`src/rtl/ili9341_spi_receiver_if.sv`:
```
// 4-wire ILI9341 SPI bus as seen at the panel: the host drives it, the receiver samples it.
interface ili9341_spi_receiver_if;
    logic spi_sck;
    logic spi_mosi;
    logic spi_cs;
    logic spi_dc;

    modport master (output spi_sck, spi_mosi, spi_cs, spi_dc);
    modport slave  (input  spi_sck, spi_mosi, spi_cs, spi_dc);
endinterface

```
`src/rtl/ili9341_spi_receiver.sv`:
```
// Panel-side ILI9341 SPI receiver: oversamples the bus, decodes CASET/PASET/RAMWR/RAMWRC
// and emits RGB565 pixels with their coordinates inside the programmed address window.
module ili9341_spi_receiver #(
    parameter int unsigned H_RES   = 240,
    parameter int unsigned V_RES   = 320,
    parameter int unsigned COORD_W = 9
) (
    input  logic                         clk_out,
    input  logic                         rst,
    ili9341_spi_receiver_if.slave        spi,
    output logic                         pix_valid,
    output logic [15:0]                  pix_data,
    output logic [COORD_W-1:0]           pix_x,
    output logic [COORD_W-1:0]           pix_y,
    output logic                         frame_done,
    output logic                         cmd_valid,
    output logic [7:0]                   cmd_byte,
    output logic                         busy
);
    typedef enum logic [2:0] {StIdle, StCaset, StPaset, StRamwr, StIgnore} state_e;

    localparam logic [15:0] XMax    = 16'(H_RES - 1);
    localparam logic [15:0] YMax    = 16'(V_RES - 1);
    // Synchronizer reset pattern {dc, cs, mosi, sck}: cs idles high so busy reads 0.
    localparam logic [3:0]  SyncRst = 4'b0100;

    logic [3:0] sync1_q, sync2_q;
    logic       sck_prev_q, cs_prev_q;
    logic       sck_s, mosi_s, cs_s, dc_s, sck_rise, cs_rise;

    always_ff @(posedge clk_out) begin
        if (!rst) begin
            sync1_q    <= SyncRst;
            sync2_q    <= SyncRst;
            sck_prev_q <= 1'b0;
            cs_prev_q  <= 1'b1;
        end else begin
            sync1_q    <= {spi.spi_dc, spi.spi_cs, spi.spi_mosi, spi.spi_sck};
            sync2_q    <= sync1_q;
            sck_prev_q <= sck_s;
            cs_prev_q  <= cs_s;
        end
    end

    assign {dc_s, cs_s, mosi_s, sck_s} = sync2_q;
    assign sck_rise = sck_s & ~sck_prev_q;
    assign cs_rise  = cs_s & ~cs_prev_q;
    assign busy     = ~cs_s;

    logic [6:0] shift_q;
    logic [2:0] bit_cnt_q;
    logic [7:0] byte_q;
    logic       byte_dc_q, byte_stb_q;

    always_ff @(posedge clk_out) begin
        if (!rst) begin
            shift_q    <= '0;
            bit_cnt_q  <= '0;
            byte_q     <= '0;
            byte_dc_q  <= 1'b0;
            byte_stb_q <= 1'b0;
        end else begin
            byte_stb_q <= 1'b0;
            if (cs_rise) begin
                bit_cnt_q <= '0;
            end else if (sck_rise && !cs_s) begin
                shift_q   <= {shift_q[5:0], mosi_s};
                bit_cnt_q <= bit_cnt_q + 3'd1;
                if (bit_cnt_q == 3'd7) begin
                    byte_q     <= {shift_q, mosi_s};
                    byte_dc_q  <= dc_s;
                    byte_stb_q <= 1'b1;
                end
            end
        end
    end

    state_e             state_q, state_d;
    logic [1:0]         idx_q, idx_d;
    logic [7:0]         p0_q, p0_d, p1_q, p1_d, p2_q, p2_d, hi_byte_q, hi_byte_d;
    logic               hi_pend_q, hi_pend_d;
    logic [COORD_W-1:0] xs_q, xs_d, xe_q, xe_d, ys_q, ys_d, ye_q, ye_d;
    logic [COORD_W-1:0] x_q, x_d, y_q, y_d, pix_x_q, pix_x_d, pix_y_q, pix_y_d;
    logic [15:0]        pix_data_q, pix_data_d;
    logic               pix_valid_q, pix_valid_d, frame_done_q, frame_done_d;
    logic               cmd_valid_q, cmd_valid_d;
    logic [7:0]         cmd_byte_q, cmd_byte_d;

    // Window clamp: start = min(v, max); end = min(max(v, start), max).
    logic [15:0]        lim, start_raw, end_raw, end_m;
    logic [COORD_W-1:0] start_c, end_c;

    assign lim       = (state_q == StCaset) ? XMax : YMax;
    assign start_raw = {p0_q, p1_q};
    assign end_raw   = {p2_q, byte_q};
    assign start_c   = (start_raw > lim) ? lim[COORD_W-1:0] : start_raw[COORD_W-1:0];
    assign end_m     = (end_raw < 16'(start_c)) ? 16'(start_c) : end_raw;
    assign end_c     = (end_m > lim) ? lim[COORD_W-1:0] : end_m[COORD_W-1:0];

    always_comb begin
        state_d      = state_q;
        idx_d        = idx_q;
        p0_d         = p0_q;
        p1_d         = p1_q;
        p2_d         = p2_q;
        hi_byte_d    = hi_byte_q;
        hi_pend_d    = hi_pend_q;
        xs_d         = xs_q;
        xe_d         = xe_q;
        ys_d         = ys_q;
        ye_d         = ye_q;
        x_d          = x_q;
        y_d          = y_q;
        pix_x_d      = pix_x_q;
        pix_y_d      = pix_y_q;
        pix_data_d   = pix_data_q;
        pix_valid_d  = 1'b0;
        frame_done_d = 1'b0;
        cmd_valid_d  = 1'b0;
        cmd_byte_d   = cmd_byte_q;

        if (byte_stb_q && !byte_dc_q) begin
            cmd_valid_d = 1'b1;
            cmd_byte_d  = byte_q;
            idx_d       = '0;
            hi_pend_d   = 1'b0;
            case (byte_q)
                8'h2A: state_d = StCaset;
                8'h2B: state_d = StPaset;
                8'h2C: begin
                    state_d = StRamwr;
                    x_d     = xs_q;
                    y_d     = ys_q;
                end
                8'h3C: state_d = StRamwr;
                8'h00: state_d = StIdle;
                default: state_d = StIgnore;
            endcase
        end else if (byte_stb_q) begin
            case (state_q)
                StCaset, StPaset: begin
                    idx_d = idx_q + 2'd1;
                    unique case (idx_q)
                        2'd0: p0_d = byte_q;
                        2'd1: p1_d = byte_q;
                        2'd2: p2_d = byte_q;
                        2'd3: begin
                            state_d = StIdle;
                            if (state_q == StCaset) begin
                                xs_d = start_c;
                                xe_d = end_c;
                            end else begin
                                ys_d = start_c;
                                ye_d = end_c;
                            end
                        end
                    endcase
                end
                StRamwr: begin
                    if (!hi_pend_q) begin
                        hi_byte_d = byte_q;
                        hi_pend_d = 1'b1;
                    end else begin
                        hi_pend_d   = 1'b0;
                        pix_valid_d = 1'b1;
                        pix_data_d  = {hi_byte_q, byte_q};
                        pix_x_d     = x_q;
                        pix_y_d     = y_q;
                        if (x_q < xe_q) begin
                            x_d = x_q + 1'b1;
                        end else if (y_q < ye_q) begin
                            x_d = xs_q;
                            y_d = y_q + 1'b1;
                        end else begin
                            frame_done_d = 1'b1;
                            x_d          = xs_q;
                            y_d          = ys_q;
                        end
                    end
                end
                default: ;
            endcase
        end
    end

    always_ff @(posedge clk_out) begin
        if (!rst) begin
            state_q      <= StIdle;
            idx_q        <= '0;
            p0_q         <= '0;
            p1_q         <= '0;
            p2_q         <= '0;
            hi_byte_q    <= '0;
            hi_pend_q    <= 1'b0;
            xs_q         <= '0;
            xe_q         <= XMax[COORD_W-1:0];
            ys_q         <= '0;
            ye_q         <= YMax[COORD_W-1:0];
            x_q          <= '0;
            y_q          <= '0;
            pix_x_q      <= '0;
            pix_y_q      <= '0;
            pix_data_q   <= '0;
            pix_valid_q  <= 1'b0;
            frame_done_q <= 1'b0;
            cmd_valid_q  <= 1'b0;
            cmd_byte_q   <= '0;
        end else begin
            state_q      <= state_d;
            idx_q        <= idx_d;
            p0_q         <= p0_d;
            p1_q         <= p1_d;
            p2_q         <= p2_d;
            hi_byte_q    <= hi_byte_d;
            hi_pend_q    <= hi_pend_d;
            xs_q         <= xs_d;
            xe_q         <= xe_d;
            ys_q         <= ys_d;
            ye_q         <= ye_d;
            x_q          <= x_d;
            y_q          <= y_d;
            pix_x_q      <= pix_x_d;
            pix_y_q      <= pix_y_d;
            pix_data_q   <= pix_data_d;
            pix_valid_q  <= pix_valid_d;
            frame_done_q <= frame_done_d;
            cmd_valid_q  <= cmd_valid_d;
            cmd_byte_q   <= cmd_byte_d;
        end
    end

    assign pix_valid  = pix_valid_q;
    assign pix_data   = pix_data_q;
    assign pix_x      = pix_x_q;
    assign pix_y      = pix_y_q;
    assign frame_done = frame_done_q;
    assign cmd_valid  = cmd_valid_q;
    assign cmd_byte   = cmd_byte_q;
endmodule
```
`src/flat_wrapper.sv`:
```
// flat-port wrapper written by rule: the top's interface ports become plain ports
module ili9341_spi_receiver_flat 
#(
    parameter int unsigned H_RES   = 240,
    parameter int unsigned V_RES   = 320,
    parameter int unsigned COORD_W = 9
)
  (clk_out, rst, pix_valid, pix_data, pix_x, pix_y, frame_done, cmd_valid, cmd_byte, busy, spi_spi_sck, spi_spi_mosi, spi_spi_cs, spi_spi_dc);
  ili9341_spi_receiver_if spi_i ();
  input  logic clk_out;
  input  logic rst;
  output logic pix_valid;
  output logic [15:0] pix_data;
  output logic [COORD_W-1:0] pix_x;
  output logic [COORD_W-1:0] pix_y;
  output logic frame_done;
  output logic cmd_valid;
  output logic [7:0] cmd_byte;
  output logic busy;
  input wire logic [$bits(spi_i.spi_sck)-1:0] spi_spi_sck;
  input wire logic [$bits(spi_i.spi_mosi)-1:0] spi_spi_mosi;
  input wire logic [$bits(spi_i.spi_cs)-1:0] spi_spi_cs;
  input wire logic [$bits(spi_i.spi_dc)-1:0] spi_spi_dc;
  assign spi_i.spi_sck = spi_spi_sck;
  assign spi_i.spi_mosi = spi_spi_mosi;
  assign spi_i.spi_cs = spi_spi_cs;
  assign spi_i.spi_dc = spi_spi_dc;
  ili9341_spi_receiver #(.H_RES(H_RES), .V_RES(V_RES), .COORD_W(COORD_W)) u_core (.clk_out(clk_out), .rst(rst), .spi(spi_i), .pix_valid(pix_valid), .pix_data(pix_data), .pix_x(pix_x), .pix_y(pix_y), .frame_done(frame_done), .cmd_valid(cmd_valid), .cmd_byte(cmd_byte), .busy(busy));
endmodule
```
`config.mk`:
```
export PLATFORM = sky130hd
export DESIGN_NAME = ili9341_spi_receiver_flat
export DESIGN_NICKNAME = d
export VERILOG_FILES = /design/src/rtl/ili9341_spi_receiver_if.sv /design/src/rtl/ili9341_spi_receiver.sv /design/src/flat_wrapper.sv
export SDC_FILE = /design/constraint.sdc
export NUM_CORES = 1
export LEC_CHECK = 0
export ABC_AREA = 1
export CAP_MARGIN = 10
export CELL_PAD_IN_SITES_DETAIL_PLACEMENT = 1
export CELL_PAD_IN_SITES_GLOBAL_PLACEMENT = 1
export CORE_ASPECT_RATIO = 1.1
export CORE_MARGIN = 1.5
export CORE_UTILIZATION = 39
export CTS_CLUSTER_DIAMETER = 40
export DETAILED_ROUTE_END_ITERATION = 6
export PLACE_DENSITY = 0.76
export SLEW_MARGIN = 20
export SYNTH_ARGS = -nofsm -noshare
export SYNTH_HDL_FRONTEND = slang
export SYNTH_SLANG_ARGS = --single-unit
```
`constraint.sdc`:
```
create_clock -name clk_out -period 4.3 [get_ports clk_out]
set_input_delay 0.43 -clock clk_out [delete_from_list [all_inputs] [get_ports clk_out]]
set_output_delay 0.43 -clock clk_out [all_outputs]
set_load 0.02 [all_outputs]
```
# ---- Word level (Yosys, flattened, before mapping)
# Index checks and enable logic that the tools add are counted.
dict set report word_totals {
  ff_bits 167
  output_inout_bits 46
  wordCells 123
}
dict set report op_classes {
  add_sub_neg 4
  order_cmp 5
  eq_ne 13
  muxes 27
  bitwise 13
  reduce_logical 32
}
# op count
set ops {}
lappend ops {{$mux 9} 16}
lappend ops {{$eq 8x6->1 const B} 4}
lappend ops {{$gt 16x16->1} 2}
lappend ops {{$reduce_and 4->1} 6}
lappend ops {{$add 9x1->9 const B} 2}
lappend ops {{$lt 9x9->1} 2}
lappend ops {{$lt 16x9->1} 1}
lappend ops {{$mux 16} 1}
lappend ops {{$reduce_and 5->1} 3}
lappend ops {{$mux 3} 4}
lappend ops {{$pmux 3 s4} 1}
lappend ops {{$not 1->1} 11}
lappend ops {{$reduce_bool 2->1} 5}
lappend ops {{$logic_not 8->1} 1}
lappend ops {{$reduce_or 2->1} 4}
lappend ops {{$eq 3x2->1 const B} 2}
lappend ops {{$reduce_and 2->1} 3}
lappend ops {{$reduce_and 3->1} 2}
lappend ops {{$reduce_or 6->1} 1}
lappend ops {{$mux 1} 5}
lappend ops {{$eq 2x2->1 const B} 2}
lappend ops {{$reduce_or 4->1} 1}
lappend ops {{$add 3x1->3 const B} 1}
lappend ops {{$eq 3x1->1 const B} 1}
lappend ops {{other kinds (10)} 13}

# ---- Longest topological paths before layout
dict set report logic_depth {
  word_depth 8
  ltp_mapped 37
}

# ---- Least setup slack after synthesis
# No wires, ideal clock.
dict set report synth_timing {
  path_kind {register -> register}
  start {register u_core.state_q[2]}
  end {register u_core.xe_q[2]}
  arrival_time_ps 4509
  slack_ps -334
  stages_incl_launch_ff 31
  period_less_slack_ps 4634
  cell_sequence {dfxtp_1 -> nor3_1 -> inv_1 -> ha_1 -> nand2_1 -> inv_1 -> nand3_1 -> nor2_1 -> nand2_1 -> nand2_2 -> inv_1 -> o21ai_0 -> ha_1 -> nand2_1 -> nor2_1 -> a211oi_1 -> nand2_1 -> nand2_4 -> nand2_4 -> buf_6 -> nand2_1 -> o21ai_0 -> ha_1 -> nand2_1 -> or3_1 -> nor2_1 -> nand3_2 -> nand2_4 -> nand2_1 -> a21oi_1 -> o21ai_1}
}
dict set report synth_via {
  elab_chain_cells 8
  elab_cells_between_ends 11
  cone_classes {order compare (3); eq/ne (2); mux (4); reduce/logical (2)}
}
# item line
set synth_rtl {}
lappend synth_rtl {{start, declared} ili9341_spi_receiver.sv:78} ;# state_e state_q, state_d;
lappend synth_rtl {{start signal, assigned} ili9341_spi_receiver.sv:188} ;# state_q <= StIdle;
lappend synth_rtl {{start signal, assigned} ili9341_spi_receiver.sv:209} ;# state_q <= state_d;
lappend synth_rtl {{$eq 3x1->1} {ili9341_spi_receiver.sv:93, ili9341_spi_receiver.sv:140, ili9341_spi_receiver.sv:149}}
lappend synth_rtl {{$mux 9} ili9341_spi_receiver.sv:93} ;# assign lim = (state_q == StCaset) ? XMax : YMax;
lappend synth_rtl {{$gt 16x16->1} ili9341_spi_receiver.sv:96} ;# assign start_c = (start_raw > lim) ? lim[COORD_W-1:0] : start_raw[COORD_W-1:0];
lappend synth_rtl {{$mux 9} ili9341_spi_receiver.sv:96}
lappend synth_rtl {{$lt 16x9->1} ili9341_spi_receiver.sv:97} ;# assign end_m = (end_raw < 16'(start_c)) ? 16'(start_c) : end_raw;
lappend synth_rtl {{$mux 16} ili9341_spi_receiver.sv:97}
lappend synth_rtl {{$gt 16x16->1} ili9341_spi_receiver.sv:98} ;# assign end_c = (end_m > lim) ? lim[COORD_W-1:0] : end_m[COORD_W-1:0];
lappend synth_rtl {{$mux 9} ili9341_spi_receiver.sv:98}
lappend synth_rtl {{end signal, assigned} ili9341_spi_receiver.sv:196} ;# xe_q <= XMax[COORD_W-1:0];
lappend synth_rtl {{end, declared} ili9341_spi_receiver.sv:82} ;# logic [COORD_W-1:0] xs_q, xs_d, xe_q, xe_d, ys_q, ys_d, ye_q, ye_d;
# Parallel ways exist; a longest one is shown, timed or not.
# A chain may end at the register's enable or synchronous reset.

# ---- Worst setup path in the final report
dict set report layout_timing {
  start {register u_core.state_q[2]}
  end {register u_core.ye_q[2]}
}
dict set report layout_via {
  elab_chain_cells 8
  elab_cells_between_ends 12
  cone_classes {order compare (3); eq/ne (2); mux (4); bitwise (1); reduce/logical (2)}
}
# item line
set layout_rtl {}
lappend layout_rtl {{$eq 3x1->1} {ili9341_spi_receiver.sv:93, ili9341_spi_receiver.sv:140, ili9341_spi_receiver.sv:149}}
lappend layout_rtl {{$mux 9} ili9341_spi_receiver.sv:93}
lappend layout_rtl {{$gt 16x16->1} ili9341_spi_receiver.sv:96}
lappend layout_rtl {{$mux 9} ili9341_spi_receiver.sv:96}
lappend layout_rtl {{$lt 16x9->1} ili9341_spi_receiver.sv:97}
lappend layout_rtl {{$mux 16} ili9341_spi_receiver.sv:97}
lappend layout_rtl {{$gt 16x16->1} ili9341_spi_receiver.sv:98}
lappend layout_rtl {{$mux 9} ili9341_spi_receiver.sv:98}
lappend layout_rtl {{end signal, assigned} ili9341_spi_receiver.sv:198} ;# ye_q <= YMax[COORD_W-1:0];
lappend layout_rtl {{end signal, assigned} ili9341_spi_receiver.sv:219} ;# ye_q <= ye_d;
lappend layout_rtl {{end, declared} ili9341_spi_receiver.sv:82}
# Parallel ways exist; a longest one is shown, timed or not.

==> flow_summary.rst <==
.. list-table::
   :header-rows: 1

   * - Metric
     - Value
   * - Worst IR drop on VDD
     - 0.276 mV
   * - Critical path class
     - reg -> reg
   * - Highest attainable clock frequency
     - 227 MHz
   * - First-pass GRT wire length
     - 34000 um
   * - Uppermost layer routed
     - met4
   * - Iteration-0 DRC Markers
     - 279
   * - Cell family with the largest share of critical-path delay
     - simple AND/OR/NAND/NOR gates
   * - Avg Synthesized Cell Area
     - 7.68 sq um
   * - Remaining global-route overflow
     - 0
   * - Count of cell types in the netlist
     - 33
   * - Detailed Route WL
     - 21900 um
   * - Routed wire length per instance
     - 17.3 um
   * - Cell depth of the worst setup path
     - 31
   * - Number of buffer and inverter stages on the critical path
     - 3
   * - Final cycle utilization of the critical path
     - 102%
   * - Capturing instance or port of the critical path
     - u_core.ye_q[2]$_SDFFE_PN1P_
   * - Final std cells w/o fill
     - 1263
   * - Die area
     - 0.0194 sq mm
   * - Area Growth Syn to Fin
     - 26.2%
   * - Placeable core region
     - 0.0183 sq mm
   * - Share of layout cells above drive strength 1
     - 13.8%
   * - CTS sink cnt
     - 167
   * - Clock tree from TritonCTS
     - yes
   * - Time the worst path needs with I/O delays and setup
     - 4.40 ns
   * - Final-report hold violation count
     - 0
   * - Static leakage power
     - 0.00402 uW
   * - Run status
     - finished with violations
   * - #FFs+latches synth
     - 167
   * - Psw
     - 770 uW
   * - Layout net count
     - 1053
   * - Data arrival, critical path
     - 4.69 ns
   * - Switching part of the total power
     - 23.9%
   * - Share of power burned in combinational logic
     - 1.4%
   * - Register clock-pin slew on the reported worst setup and hold paths
     - 0.07 ns
   * - Sequential share of power
     - 48.1%
   * - Worst slew slack as a fraction of its limit
     - 33.5%
   * - Top cells by area, synth
     - sky130_fd_sc_hd__dfxtp_1 46%, sky130_fd_sc_hd__o21ai_0 9.5%, sky130_fd_sc_hd__a21oi_1 7.2%, sky130_fd_sc_hd__nand2_1 7.0%, sky130_fd_sc_hd__ha_1 6.9%
   * - Post-place instance area
     - 0.00805 sq mm
   * - Initial standard-cell utilization of the core
     - 39.6%
   * - Number of placed instances, taps included
     - 1217
   * - Biggest area consumer among synthesized cells
     - sky130_fd_sc_hd__dfxtp_1
   * - Initial antenna violation count
     - 0
   * - Reg2reg start
     - u_core.state_q[2]$_SDFFE_PN0P_
   * - Slew at the pin closest to its max-slew limit
     - 0.996 ns
   * - CP endpoint kind
     - flop
   * - Via/cell ratio
     - 5.23
   * - Largest net degree at the start of global routing
     - 84
   * - Required time at the worst-slack endpoint
     - 4.59 ns
   * - Worst clock skew
     - 0.0107 ns
   * - CP dominant cell by count
     - sky130_fd_sc_hd__nand2_1
   * - Number of clock buffers inserted by TritonCTS
     - 17
   * - Die height
     - 146 um
   * - Number of warnings issued by yosys
     - 0
   * - Count of pins over their slew limit
     - 0
   * - Routed metal-1 wirelength
     - 9500 um
   * - Type of the worst min-delay path
     - reg -> reg
   * - Met3 routed wirelength
     - 630 um
   * - Post-route design area
     - 0.00915 sq mm
   * - Cell with the biggest individual delay on the critical path
     - sky130_fd_sc_hd__or3_4
   * - Number of global-route vias before repair
     - 6573
   * - Syn_nets
     - 989
   * - GPL Wtd Cong
     - 0.824
   * - Critical Path Start
     - u_core.state_q[2]$_SDFFE_PN0P_
   * - Post-route antenna net violation count
     - 0
   * - DR pass1 iterations
     - 5
   * - CTS Hold Bufs
     - 0
   * - Clock group share of total power
     - 50.4%
   * - Number of port buffers
     - 51
   * - Maximum fanout along the worst path
     - 6
   * - Largest stage delay, worst path
     - 0.39 ns
   * - Placement Rows
     - 52
   * - DR WL met2
     - 11200 um
   * - Routed vias
     - 6609
   * - Number of instances in the synthesized netlist
     - 943
   * - Die width
     - 133 um
   * - PD cells
     - 352 mW/mm^2
   * - DRC violations left
     - 0
   * - Cell at the root of the clock tree
     - sky130_fd_sc_hd__clkbuf_16
   * - Area of the mapped netlist
     - 0.00725 sq mm
   * - R2R setup slack
     - -0.1 ns
   * - Element type at the critical path start
     - flop
   * - Total power after layout
     - 3220 uW
   * - Clock latency reported for the late side of the worst-skew pair
     - 0.45 ns
   * - Worst Reg-to-Reg Cells
     - 31
   * - Number of violations of the max-capacitance limit
     - 0
   * - Area share of the largest cell type after synthesis
     - 46.1%
   * - Io pins
     - 52
   * - DP HPWL
     - 14300 um
   * - Internal power contribution
     - 2450 uW
   * - Endpoint of the most critical register-to-register path
     - u_core.ye_q[2]$_SDFFE_PN1P_
   * - Share of synthesized area occupied by flip-flops and latches
     - 46.1%
   * - CTS H-tree lvls
     - 4
   * - Buffers from clock root to sink, at most
     - 2
   * - Setup repair after global routing missed its margin
     - yes
   * - Failing checks
     - setup timing
   * - Number of endpoints failing setup at the final stage
     - 17
   * - Post-route setup slack
     - -0.0998 ns
   * - Number of antenna repair diodes
     - 0
   * - Global-route usage over all layers
     - 22.3%
-- per-layer routing --
layer | up-vias | GRT usage (%)
met5 | - | 0
met4 | 0 | 7.75
met3 | 40 | 4.25
met2 | 98 | 39.7
met1 | 3207 | 26.8
li1 | 3264 | -
-- kinds of logic after synthesis --
group | Yosys count | share of synthesized area [%]
buf+inv | 143 | 7.77
simple gates | 297 | 16.9
xor+xnor | 14 | 1.69
compound gates | 282 | 20.6
fa+ha+maj | 40 | 6.91
flops | 167 | 46.1
-- cells in the final DEF, fill, tap and decap left out, types with 2 or more instances in the layout --
master	count
sky130_fd_sc_hd__nand3_2	2
sky130_fd_sc_hd__clkinv_8	3
sky130_fd_sc_hd__inv_6	4
sky130_fd_sc_hd__or2_2	2
sky130_fd_sc_hd__o21ai_0	128
sky130_fd_sc_hd__a31oi_1	3
sky130_fd_sc_hd__nor2_4	5
sky130_fd_sc_hd__o211ai_1	17
sky130_fd_sc_hd__o21ai_2	5
sky130_fd_sc_hd__xnor2_1	2
sky130_fd_sc_hd__nor2_1	99
sky130_fd_sc_hd__o221ai_1	3
sky130_fd_sc_hd__a211oi_1	5
sky130_fd_sc_hd__a21oi_1	94
sky130_fd_sc_hd__clkbuf_16	17
sky130_fd_sc_hd__nand2_1	121
sky130_fd_sc_hd__clkinv_4	3
sky130_fd_sc_hd__inv_2	3
sky130_fd_sc_hd__clkdlybuf4s50_1	50
sky130_fd_sc_hd__o21ai_1	12
sky130_fd_sc_hd__bufinv_16	2
sky130_fd_sc_hd__nor2_2	6
sky130_fd_sc_hd__ha_1	30
sky130_fd_sc_hd__inv_8	3
sky130_fd_sc_hd__nand3_1	23
sky130_fd_sc_hd__nor3_1	7
sky130_fd_sc_hd__inv_1	94
sky130_fd_sc_hd__nand2_4	9
sky130_fd_sc_hd__nand4_1	4
sky130_fd_sc_hd__ha_4	10
sky130_fd_sc_hd__nand2_2	14
sky130_fd_sc_hd__buf_4	30
sky130_fd_sc_hd__a21oi_2	10
sky130_fd_sc_hd__dfxtp_1	165
sky130_fd_sc_hd__clkinv_1	6
sky130_fd_sc_hd__nand2_8	2
sky130_fd_sc_hd__xor2_1	12
-- cell usage after synthesis, drive strengths merged --
library cell,instances
a2111oi,1
a211oi,6
a21oi,104
a31oi,3
a41oi,1
buf,9
clkbuf,30
clkinv,6
dfxtp,167
ha,40
inv,98
nand2,144
nand3,26
nand4,4
nor2,110
nor2b,1
nor3,8
nor4,1
o211ai,17
o21ai,146
o221ai,3
o22ai,1
or2,2
or3,1
xnor2,2
xor2,12
-- registers in the layout, indices dropped and copies added (netlist names), 2 cells and up --
| signal | cells |
|---|---|
| u_core.state_q | 3 |
| u_core.p1_q | 8 |
| u_core.p0_q | 8 |
| u_core.pix_x | 9 |
| u_core.x_q | 9 |
| u_core.sync1_q | 4 |
| u_core.idx_q | 2 |
| u_core.bit_cnt_q | 3 |
| u_core.xe_q | 9 |
| u_core.p2_q | 8 |
| u_core.pix_y | 9 |
| u_core.pix_data | 16 |
| u_core.ye_q | 9 |
| u_core.byte_q | 8 |
| u_core.shift_q | 7 |
| u_core.y_q | 9 |
| u_core.hi_byte_q | 8 |
| u_core.sync2_q | 4 |
| u_core.xs_q | 9 |
| u_core.ys_q | 9 |
| u_core.cmd_byte | 8 |
-- repair_timing --
item | in CTS | in global routing
pin swaps | 10 | 29
setup buffers | 3 | 10
gates resized for setup | 13 | 74
gates cloned | 1 | 1
endpoints found under the setup margin | 18 | 18
-- final cells by class --
class	instances	area, sq um
clock buffers	17	425
repair buffers	82	742
well taps	243	304
fillers	2233	9140
flip-flops and latches	167	3350
inverters	104	395
multi-input cells	635	3730
clock inverters	15	203
-- power groups by stage --
| stage | Sequential, uW | Clock (uW) | Combinational [uW] |
|---|---|---|---|
| after floorplan | 1590 | 0 | 29.8 |
| after global placement | 1590 | 0 | 44.5 |
| after detailed placement | 1590 | 0 | 44.8 |
| after CTS | 1550 | 1650 | 44.8 |
| after global routing | 1550 | 1710 | 51.4 |
| final | 1550 | 1630 | 46.0 |
-- how the worst min path moves through the flow --
stage	slack (ns)	end	startpoint	cells after the start
CTS	0.42	u_core.sync2_q[2]$_SDFF_PN1_	u_core.sync1_q[2]$_SDFF_PN1_	1
floorplan	0.39	u_core.sync2_q[0]$_SDFF_PN0_	u_core.sync1_q[0]$_SDFF_PN0_	2
finish	0.42	u_core.sync2_q[2]$_SDFF_PN1_	u_core.sync1_q[2]$_SDFF_PN1_	1
global route	0.43	u_core.sync2_q[2]$_SDFF_PN1_	u_core.sync1_q[2]$_SDFF_PN1_	1
detailed placement	0.40	u_core.sync2_q[2]$_SDFF_PN1_	u_core.sync1_q[2]$_SDFF_PN1_	1
global placement	0.39	u_core.sync2_q[1]$_SDFF_PN0_	u_core.sync1_q[1]$_SDFF_PN0_	2
-- through the flow --
step | worst slack, ns | hold slack, ns | utilization (%) | TNS [ns]
floorplan | 0.00233 | 0.390 | - | 0
global placement | 0.0702 | 0.392 | 44.0 | 0
detailed placement | -0.122 | 0.402 | 44.0 | -1.35
CTS | 0.0111 | 0.423 | 47.7 | 0
global route | -0.297 | 0.431 | 50.0 | -4.33
finish | -0.0998 | 0.423 | 50.0 | -0.816
No activity file was read; power rests on OpenSTA's default activity.
